`src/rtl/morse_symbolizer_pkg.sv`:
```
// Shared symbol codes and FSM state encoding for the Morse symbolizer and its downstream decoder.
package morse_symbolizer_pkg;

    localparam logic [1:0] SYM_DOT      = 2'b00;
    localparam logic [1:0] SYM_DASH     = 2'b01;
    localparam logic [1:0] SYM_CHAR_END = 2'b10;
    localparam logic [1:0] SYM_WORD_END = 2'b11;

    typedef enum logic [1:0] {
        ST_IDLE  = 2'b00,
        ST_MARK  = 2'b01,
        ST_SPACE = 2'b10
    } state_t;

endpackage

```
`src/rtl/morse_debounce.sv`:
```
// Key-line conditioner: 2-flop synchronizer followed by a run-length filter that only
// accepts a new level after DEB_CYCLES identical synchronized samples.
module morse_debounce #(
    parameter int DEB_CYCLES = 3
) (
    input  logic clk,
    input  logic reset,
    input  logic in,
    output logic level
);

    localparam int RUN_W = (DEB_CYCLES < 2) ? 1 : $clog2(DEB_CYCLES + 1);

    logic             sync1;
    logic             sync2;
    logic [RUN_W-1:0] run;

    // run counts how long the synchronized input has disagreed with the accepted level
    always_ff @(posedge clk or posedge reset) begin
        if (reset) begin
            sync1 <= 1'b0;
            sync2 <= 1'b0;
            level <= 1'b0;
            run   <= '0;
        end else begin
            sync1 <= in;
            sync2 <= sync1;
            if (sync2 == level) begin
                run <= '0;
            end else if (run == RUN_W'(DEB_CYCLES - 1)) begin
                level <= sync2;
                run   <= '0;
            end else begin
                run <= run + 1'b1;
            end
        end
    end

endmodule

```
`src/rtl/morse_symbolizer.sv`:
```
// Morse key-line symbolizer: times marks/spaces and emits DOT/DASH/CHAR_END/WORD_END through a
// 1-deep valid/ready register. Define MORSE_DEBOUNCE_EN to insert the synchronizer/filter stage.
module morse_symbolizer
    import morse_symbolizer_pkg::*;
#(
    parameter int UNIT_CYCLES = 4,
    parameter int CNT_W       = 8,
    parameter int DEB_CYCLES  = 3
) (
    input  logic       clk,
    input  logic       reset,
    input  logic       in,
    output logic [1:0] sym,
    output logic       sym_valid,
    input  logic       sym_ready,
    output logic       busy,
    output logic       overrun
);

    localparam logic [CNT_W-1:0] CHAR_GAP  = CNT_W'(2 * UNIT_CYCLES);
    localparam logic [CNT_W-1:0] WORD_GAP  = CNT_W'(5 * UNIT_CYCLES);
    localparam logic [CNT_W-1:0] CNT_ONE   = CNT_W'(1);

    if ((2 ** CNT_W) - 1 < 5 * UNIT_CYCLES || DEB_CYCLES < 1) begin : g_bad_cfg
        $error("morse_symbolizer: CNT_W too narrow for 5*UNIT_CYCLES or DEB_CYCLES < 1");
    end

    logic             key;
    state_t           state;
    state_t           next_state;
    logic [CNT_W-1:0] cnt;
    logic [CNT_W-1:0] next_cnt;
    logic [CNT_W-1:0] cnt_inc;
    logic             emit;
    logic [1:0]       emit_code;

`ifdef MORSE_DEBOUNCE_EN
    morse_debounce #(
        .DEB_CYCLES(DEB_CYCLES)
    ) u_debounce (
        .clk  (clk),
        .reset(reset),
        .in   (in),
        .level(key)
    );
`else
    assign key = in;
`endif

    assign cnt_inc = (cnt == '1) ? cnt : cnt + 1'b1;
    assign busy    = (state != ST_IDLE);

    // Thresholds are tested on the count value the current sample produces,
    // so each gap boundary fires exactly once, on the cycle it is crossed.
    always_comb begin
        next_state = state;
        next_cnt   = cnt;
        emit       = 1'b0;
        emit_code  = SYM_DOT;
        case (state)
            ST_IDLE: begin
                next_cnt = '0;
                if (key) begin
                    next_state = ST_MARK;
                    next_cnt   = CNT_ONE;
                end
            end
            ST_MARK: begin
                if (key) begin
                    next_cnt = cnt_inc;
                end else begin
                    emit       = 1'b1;
                    emit_code  = (cnt < CHAR_GAP) ? SYM_DOT : SYM_DASH;
                    next_state = ST_SPACE;
                    next_cnt   = CNT_ONE;
                end
            end
            ST_SPACE: begin
                if (key) begin
                    next_state = ST_MARK;
                    next_cnt   = CNT_ONE;
                end else begin
                    next_cnt = cnt_inc;
                    if (cnt_inc == CHAR_GAP) begin
                        emit      = 1'b1;
                        emit_code = SYM_CHAR_END;
                    end else if (cnt_inc == WORD_GAP) begin
                        emit       = 1'b1;
                        emit_code  = SYM_WORD_END;
                        next_state = ST_IDLE;
                        next_cnt   = '0;
                    end
                end
            end
            default: begin
                next_state = ST_IDLE;
                next_cnt   = '0;
            end
        endcase
    end

    always_ff @(posedge clk or posedge reset) begin
        if (reset) begin
            state <= ST_IDLE;
            cnt   <= '0;
        end else begin
            state <= next_state;
            cnt   <= next_cnt;
        end
    end

    // A new symbol may replace one being consumed in the same cycle; otherwise a full register wins.
    always_ff @(posedge clk or posedge reset) begin
        if (reset) begin
            sym       <= SYM_DOT;
            sym_valid <= 1'b0;
            overrun   <= 1'b0;
        end else if (emit) begin
            if (!sym_valid || sym_ready) begin
                sym       <= emit_code;
                sym_valid <= 1'b1;
            end else begin
                overrun <= 1'b1;
            end
        end else if (sym_ready) begin
            sym_valid <= 1'b0;
        end
    end

endmodule

```
`config.mk`:
```
export PLATFORM = sky130hd
export DESIGN_NAME = morse_symbolizer
export DESIGN_NICKNAME = d
export VERILOG_FILES = /design/src/rtl/morse_symbolizer_pkg.sv /design/src/rtl/morse_debounce.sv /design/src/rtl/morse_symbolizer.sv
export SDC_FILE = /design/constraint.sdc
export NUM_CORES = 1
export LEC_CHECK = 0
export CELL_PAD_IN_SITES_DETAIL_PLACEMENT = 1
export CELL_PAD_IN_SITES_GLOBAL_PLACEMENT = 2
export CORE_ASPECT_RATIO = 1.25
export CORE_UTILIZATION = 31
export DETAILED_ROUTE_END_ITERATION = 10
export GPL_TIMING_DRIVEN = 0
export PLACE_DENSITY_LB_ADDON = 0.2
export SLEW_MARGIN = 10
export SYNTH_ARGS = -nofsm -noshare
export SYNTH_HDL_FRONTEND = slang
export SYNTH_SLANG_ARGS = --single-unit
```
`constraint.sdc`:
```
create_clock -name clk -period 1.9 [get_ports clk]
set_input_delay 0.57 -clock clk [delete_from_list [all_inputs] [get_ports clk]]
set_output_delay 0.57 -clock clk [all_outputs]
set_load 0.05 [all_outputs]
```
# After elaboration in Yosys (flattened, before gate mapping)
# Index checks and enable logic that the tools add are counted.
dict set report classes {
  add_sub_neg 1
  order_cmp 1
  eq_ne 10
  n_mux 27
  bitwise 1
  n_reduce_logical 9
}
# op n
set op_table {}
lappend op_table {{8-bit two-way mux} 5}
lappend op_table {{8-bit case mux with 3 select lines} 1}
lappend op_table {{2-bit two-way mux} 8}
lappend op_table {{1-bit two-way mux} 10}
lappend op_table {{8-bit by 1-bit adder with 8-bit output, second input constant} 1}
lappend op_table {{8-bit by 4-bit == test with 1-bit output, second input constant} 1}
lappend op_table {{8-bit by 5-bit == test with 1-bit output, second input constant} 1}
lappend op_table {{8-bit == test, second input constant} 1}
lappend op_table {{8-bit by 4-bit less-than comparator with 1-bit output, second input constant} 1}
lappend op_table {{3-bit inequality test, second input constant} 2}
lappend op_table {{2-bit case mux with 3 select lines} 1}
lappend op_table {{2-bit AND reduction} 3}
lappend op_table {{2-bit inequality test, second input constant} 2}
lappend op_table {{2-bit case mux with 2 select lines} 1}
lappend op_table {{4-bit AND reduction} 1}
lappend op_table {{2-bit nonzero test} 2}
lappend op_table {{2-bit by 1-bit == test with 1-bit output, second input constant} 1}
lappend op_table {{2-bit == test, second input constant} 1}
lappend op_table {{2-bit zero test} 1}
lappend op_table {{2-bit by 1-bit inequality test with 1-bit output, second input constant} 1}
lappend op_table {{1-bit case mux with 2 select lines} 1}
lappend op_table {{1-bit zero test} 1}
lappend op_table {{1-bit logical OR} 1}
lappend op_table {{1-bit NOT} 1}
dict set report totals {
  register_bits 14
  output_inout_bits 5
  wordCells 54
}

# Logic depth before layout (Yosys ltp)
# Gate-level depths: netlist (run 1).
dict set report depth {
  ltp_word 9
  depth_mapped 7
}

# Least setup slack after synthesis (run 1)
# No wires, ideal clock.
dict set report synth_path {
  kind {register to register}
  startpoint {register cnt[0]}
  endpoint {register sym[0]}
  t_arrival_ps 1716
  t_required_ps 1772
  path_slack_ps 57
  stages_incl_launch_ff 6
  n_path_buf 0
  period_less_slack_ps 1843
  path_cell_list {dfrtp_1 ha_1 nor4b_1 o211ai_1 o21ai_1 mux2_1}
}
dict set report synth_via {
  elab_chain_cells 8
  word_cells_on_any_way 17
}
# item line
set synth_rtl {}
lappend synth_rtl {{from (decl)} morse_symbolizer.sv:31} ;# logic [CNT_W-1:0] cnt;
lappend synth_rtl {{from (signal assigned)} morse_symbolizer.sv:108} ;# cnt <= next_cnt;
lappend synth_rtl {{8-bit by 1-bit adder with 8-bit output / 8-bit == test (equally long branches)} morse_symbolizer.sv:50} ;# assign cnt_inc = (cnt == '1) ? cnt : cnt + 1'b1;
lappend synth_rtl {{8-bit two-way mux} morse_symbolizer.sv:50}
lappend synth_rtl {{8-bit by 5-bit == test with 1-bit output} morse_symbolizer.sv:87} ;# end else if (cnt_inc == WORD_GAP) begin
lappend synth_rtl {{1-bit two-way mux} morse_symbolizer.sv:87}
lappend synth_rtl {{1-bit two-way mux} morse_symbolizer.sv:84} ;# if (cnt_inc == CHAR_GAP) begin
lappend synth_rtl {{1-bit two-way mux} morse_symbolizer.sv:79} ;# if (key) begin
lappend synth_rtl {{1-bit case mux with 2 select lines} morse_symbolizer.sv:60} ;# case (state)
lappend synth_rtl {{2-bit AND reduction (no line)} n/a}
lappend synth_rtl {{to (signal assigned)} morse_symbolizer.sv:120} ;# sym <= emit_code;
lappend synth_rtl {{to (decl)} morse_symbolizer.sv:13} ;# output logic [1:0] sym,
# Parallel ways exist; a longest one is shown, timed or not.
# A chain may end at the register's enable or synchronous reset.

# Worst setup path in the final report (run 1)
dict set report layout_path {
  startpoint {register cnt[0]}
  endpoint {register overrun}
}
dict set report layout_via {
  elab_chain_cells 8
  word_cells_on_any_way 10
}
# item line
set layout_rtl {}
lappend layout_rtl {{8-bit by 1-bit adder with 8-bit output / 8-bit == test (equally long branches)} morse_symbolizer.sv:50}
lappend layout_rtl {{8-bit two-way mux *} morse_symbolizer.sv:50}
lappend layout_rtl {{8-bit by 5-bit == test with 1-bit output} morse_symbolizer.sv:87}
lappend layout_rtl {{1-bit two-way mux} morse_symbolizer.sv:87}
lappend layout_rtl {{1-bit two-way mux *} morse_symbolizer.sv:84}
lappend layout_rtl {{1-bit two-way mux *} morse_symbolizer.sv:79}
lappend layout_rtl {{1-bit case mux with 2 select lines *} morse_symbolizer.sv:60}
lappend layout_rtl {{2-bit AND reduction (no line) *} n/a}
lappend layout_rtl {{to (signal assigned)} morse_symbolizer.sv:117} ;# overrun <= 1'b0;
lappend layout_rtl {{to (signal assigned)} morse_symbolizer.sv:123} ;# overrun <= 1'b1;
lappend layout_rtl {{to (decl)} morse_symbolizer.sv:17} ;# output logic overrun
# Mark *: on every way between the ends. The rest lies on a longest branch, timed or not.

==> metrics.md, run 1 <==
| Metric | Value |
|---|---|
| Status | `finished, violations left` |
| Failing checks | `negative setup slack` |
| Hold EP | `overrun` |
| Setup CP Type | `reg -> reg` |
| Fin util | `43.83%` |
| Drc violations | `0` |
| Post-route antenna net violation count | `0` |
| CTS Root Cell | `clkbuf_4` |
| RSZ-0062 raised after global routing | `yes` |
| Number of max-cap violations | `0` |
| Reg2reg start | `cnt[0]` |
| Hold wc startpoint | `overrun` |
| Max-slew violations | `0` |
| Critical Path RT | `2070 ps` |
| Final setup viols | `1` |
| Post-synthesis simple-gate area fraction | `27.74%` |
| Cell area after layout | `1315 µm²` |
| CTS Buf Count | `3` |
| Post-synthesis mux area share | `2.144%` |
| Synthesis-to-layout area growth | `32.53%` |
| Unique masters post-synth | `41` |
| Worst-Margin Slew | `588.9 ps` |
| Leak Pwr | `~0.56 nW` |
| Drt total wl | `2.743 mm` |
| Compound-gate portion of the synthesized area | `23.83%` |
| Number of synthesized flops with an enable pin | `0` |
| Clk slew on worst S/H paths | `~90 ps` |
| DR pass1 iterations | `4` |
| Via density | `5.681` |
| Routed vias | `943` |
| Hold-fix buffers, CTS | `0` |
| First-pass GRT wire length | `between 4 and 5 mm` |
| Post-route clock period utilization | `100.5%` |
| Final Skew | `a little over 0.9 ps` |
| Crit. End Element | `flop` |
| Asr flop ratio synth | `100.0%` |
| Chip Height | `65.25 µm` |
| Largest net degree at the start of global routing | `15` |
| Post-Synth XOR/XNOR Area | `0.8827%` |
| Worst hold slack | `487.2 ps` |
| CP Max Fanout | `6` |
| Mapped Cells | `between 100 and 150` |
| Slew headroom | `60.70%` |
| Total GRT Usage | `18.32%` |
| Initial antenna violation count | `0` |
| Initial DRC count | `13` |
| Vias in the first global route | `961` |
| Main combinational cell family by area after synthesis | `simple AND/OR/NAND/NOR gates` |
| Placed cell count | `156` |
| Maximum vdd drop | `815.1 µV` |
| Flops & latches, synth | `14` |
| CTS tree | `built` |
| Pwr Total | `roughly 1.4 mW` |
| Rows | `22` |
| H-tree levels | `1` |
| Die ar. | `3432 µm²` |
| Synth Flop Type | `dfrtp_1` |
| Post-Syn Nets | `121` |
| PortBufs | `8` |
| Fin. Hold Viols | `0` |
| Synthesized cell area | `between 900 and 1000 µm²` |
| Adder-Cell Fraction of Synth Area | `6.305%` |
| Ports | `9` |
| Initial Util | `33.07%` |
| Proportion of layout cells with a drive suffix above 1 | `30.00%` |
| Final Non-Filler Cells | `166` |
| Max Clock Freq | `approximately 0.52 GHz` |
| Gpl congestion | `0.8187` |
| Count of nets after finishing | `141` |
| DR WL/cell | `16.52 µm` |
| Sequential share of the synthesized area | `35.31%` |
| FF-to-FF End | `overrun` |
| Core Footprint | `3000 µm²` |
| WHS Path Cells | `1` |
| Aggregate global routing overflow | `0` |
| Crit path DAT | `2080 ps` |
| Setup crit start kind | `flop` |
| Worst hold path type | `reg -> reg` |
| HPWL Detailed | `a little under 2 mm` |
| Sink Count | `14` |
| Worst Slack Setup Final | `-8.836 ps` |
| Max Buffers Root-to-Sink | `2` |
| R2r setup slk | `-9 ps` |
| Number of antenna diodes | `0` |
| Width of the die | `about 53 µm` |
| Pwr dens | `1082 nW/µm²` |
| Clock Latency Late Sink | `280 ps` |
| Min Tclk post-route | `about 1900 ps` |
| Placed cell areas | `around 1100 µm²` |
| R2r worst-path depth | `6` |
| Synth Area per Inst | `8.859 µm²` |
| Yosys warns | `0` |
## cells in the final DEF, fill, tap and decap left out, types with 2 or more instances in the layout
cell type,n
dfrtp_1,11
o21ai_0,8
buf_4,8
nor2_1,7
a21oi_1,6
nand3_1,6
dlygate4sd2_1,5
nand2_1,4
a211oi_1,4
ha_4,4
buf_2,3
o211ai_1,3
nor3_1,3
and3_1,3
clkbuf_4,3
dfrtp_2,3
clkbuf_8,2
nand2b_4,2
nand3b_1,2
nor2b_1,2
nand2b_1,2
a211o_1,2
inv_2,2
inv_1,2
a21o_1,2
clkdlybuf4s50_1,2
## layer usage
| metal | wire length [µm] | global-route usage [%] | vias to the layer above |
|---|---|---|---|
| met2 | 1501 | 32.28 | 10 |
| met1 | 1162 | 22.56 | 471 |
| li1 | - | - | 458 |
| met3 | 45 | 1.389 | 4 |
| met4 | 32 | 6.908 | 0 |
| met5 | 0 | 0 | - |
## cells in the mapped netlist (all sizes together), types with 2 or more instances
master,count,share of area [%]
o211ai,3,2.3
clkbuf,2,0.76
nor2,7,2.6
a21oi,6,3.0
nor4b,2,1.8
nor3b,2,1.5
buf,3,1.5
a211oi,5,4.3
and3,4,2.5
inv,4,1.5
a211o,2,1.8
nor3,5,2.5
nand4,2,1.9
nand3,6,3.0
nand2,4,1.5
a21o,2,1.5
nand2b,4,2.5
o21ai,9,4.5
nor2b,2,1.3
or3b,2,1.8
ha,5,6.3
dfrtp,14,35
nand3b,2,1.5
and2,2,1.3
## repair_timing
action / in CTS / in global routing
gates resized for setup: 37 / 5
setup endpoints to repair: 14 / 9
buffers inserted: 7 / 0
pin swaps: 8 / 1
## critical path, stage by stage (launching register included)
cell,delay [ps]
dfrtp_2,440
buf_4,170
and2_2,230
a32o_1,240
a211oi_2,270
nor2_1,160
a211o_1,280
## state kept, by name, indices dropped and copies added (netlist names)
register,count
overrun,1
state,2
sym,2
sym_valid,1
cnt,8
## worst max path at each step
stage | startpoint | end | slack (ps) | cells after the start
CTS | state[0] | busy | -20 | 4
detailed placement | in | sym[0] | -640 | 7
finish | cnt[0] | overrun | -9 | 6
global route | cnt[0] | sym[0] | -90 | 8
floorplan | cnt[0] | sym[0] | 60 | 5
global placement | in | sym[0] | -580 | 7
## logic make-up (layout without fill, tap and decap cells)
family	after synthesis	count (layout)
xor+xnor	1	1
buf+inv	9	27
mux	2	2
flops	14	14
fa+ha+maj	5	5
compound gates	35	35
simple gates	46	46
## through the flow
stage	setup TNS [ps]	worst slack, ps
after floorplan	0	56.57
after global placement	-3187	-584.8
after detailed placement	-3711	-640.4
after CTS	-38.23	-17.87
after global routing	-466.7	-90.96
final	-8.836	-8.836
## layout make-up
cell class,instances,area [µm²]
fillers,347,1685
repair buffers,15,123.9
plain buffers,5,42.54
clock buffers,3,22.52
well taps,36,45.04
multi-input cells,89,711.9
inverters,4,15.01
flip-flops and latches,14,354.1
## power by group
part | internal [mW] | switching, mW | total, mW
registers | 0.359 | 0.0674 | 0.427
logic | 0.353 | 0.471 | 0.824
clock network | 0.0735 | 0.0991 | 0.173
(Power assumes the default switching activity.)
==> inputs of run 2 (changes only) <==
--- a/config.mk
+++ b/config.mk
@@ -15,4 +15,5 @@
 export SLEW_MARGIN = 10
 export SYNTH_ARGS = -nofsm -noshare
 export SYNTH_HDL_FRONTEND = slang
+export SYNTH_HIERARCHICAL = 1
 export SYNTH_SLANG_ARGS = --single-unit
==> results of run 2 <==
The final DEF is identical to that of run 1; final timing and power are the same.
Among the figures that moved: Yosys warning count 0 -> 6
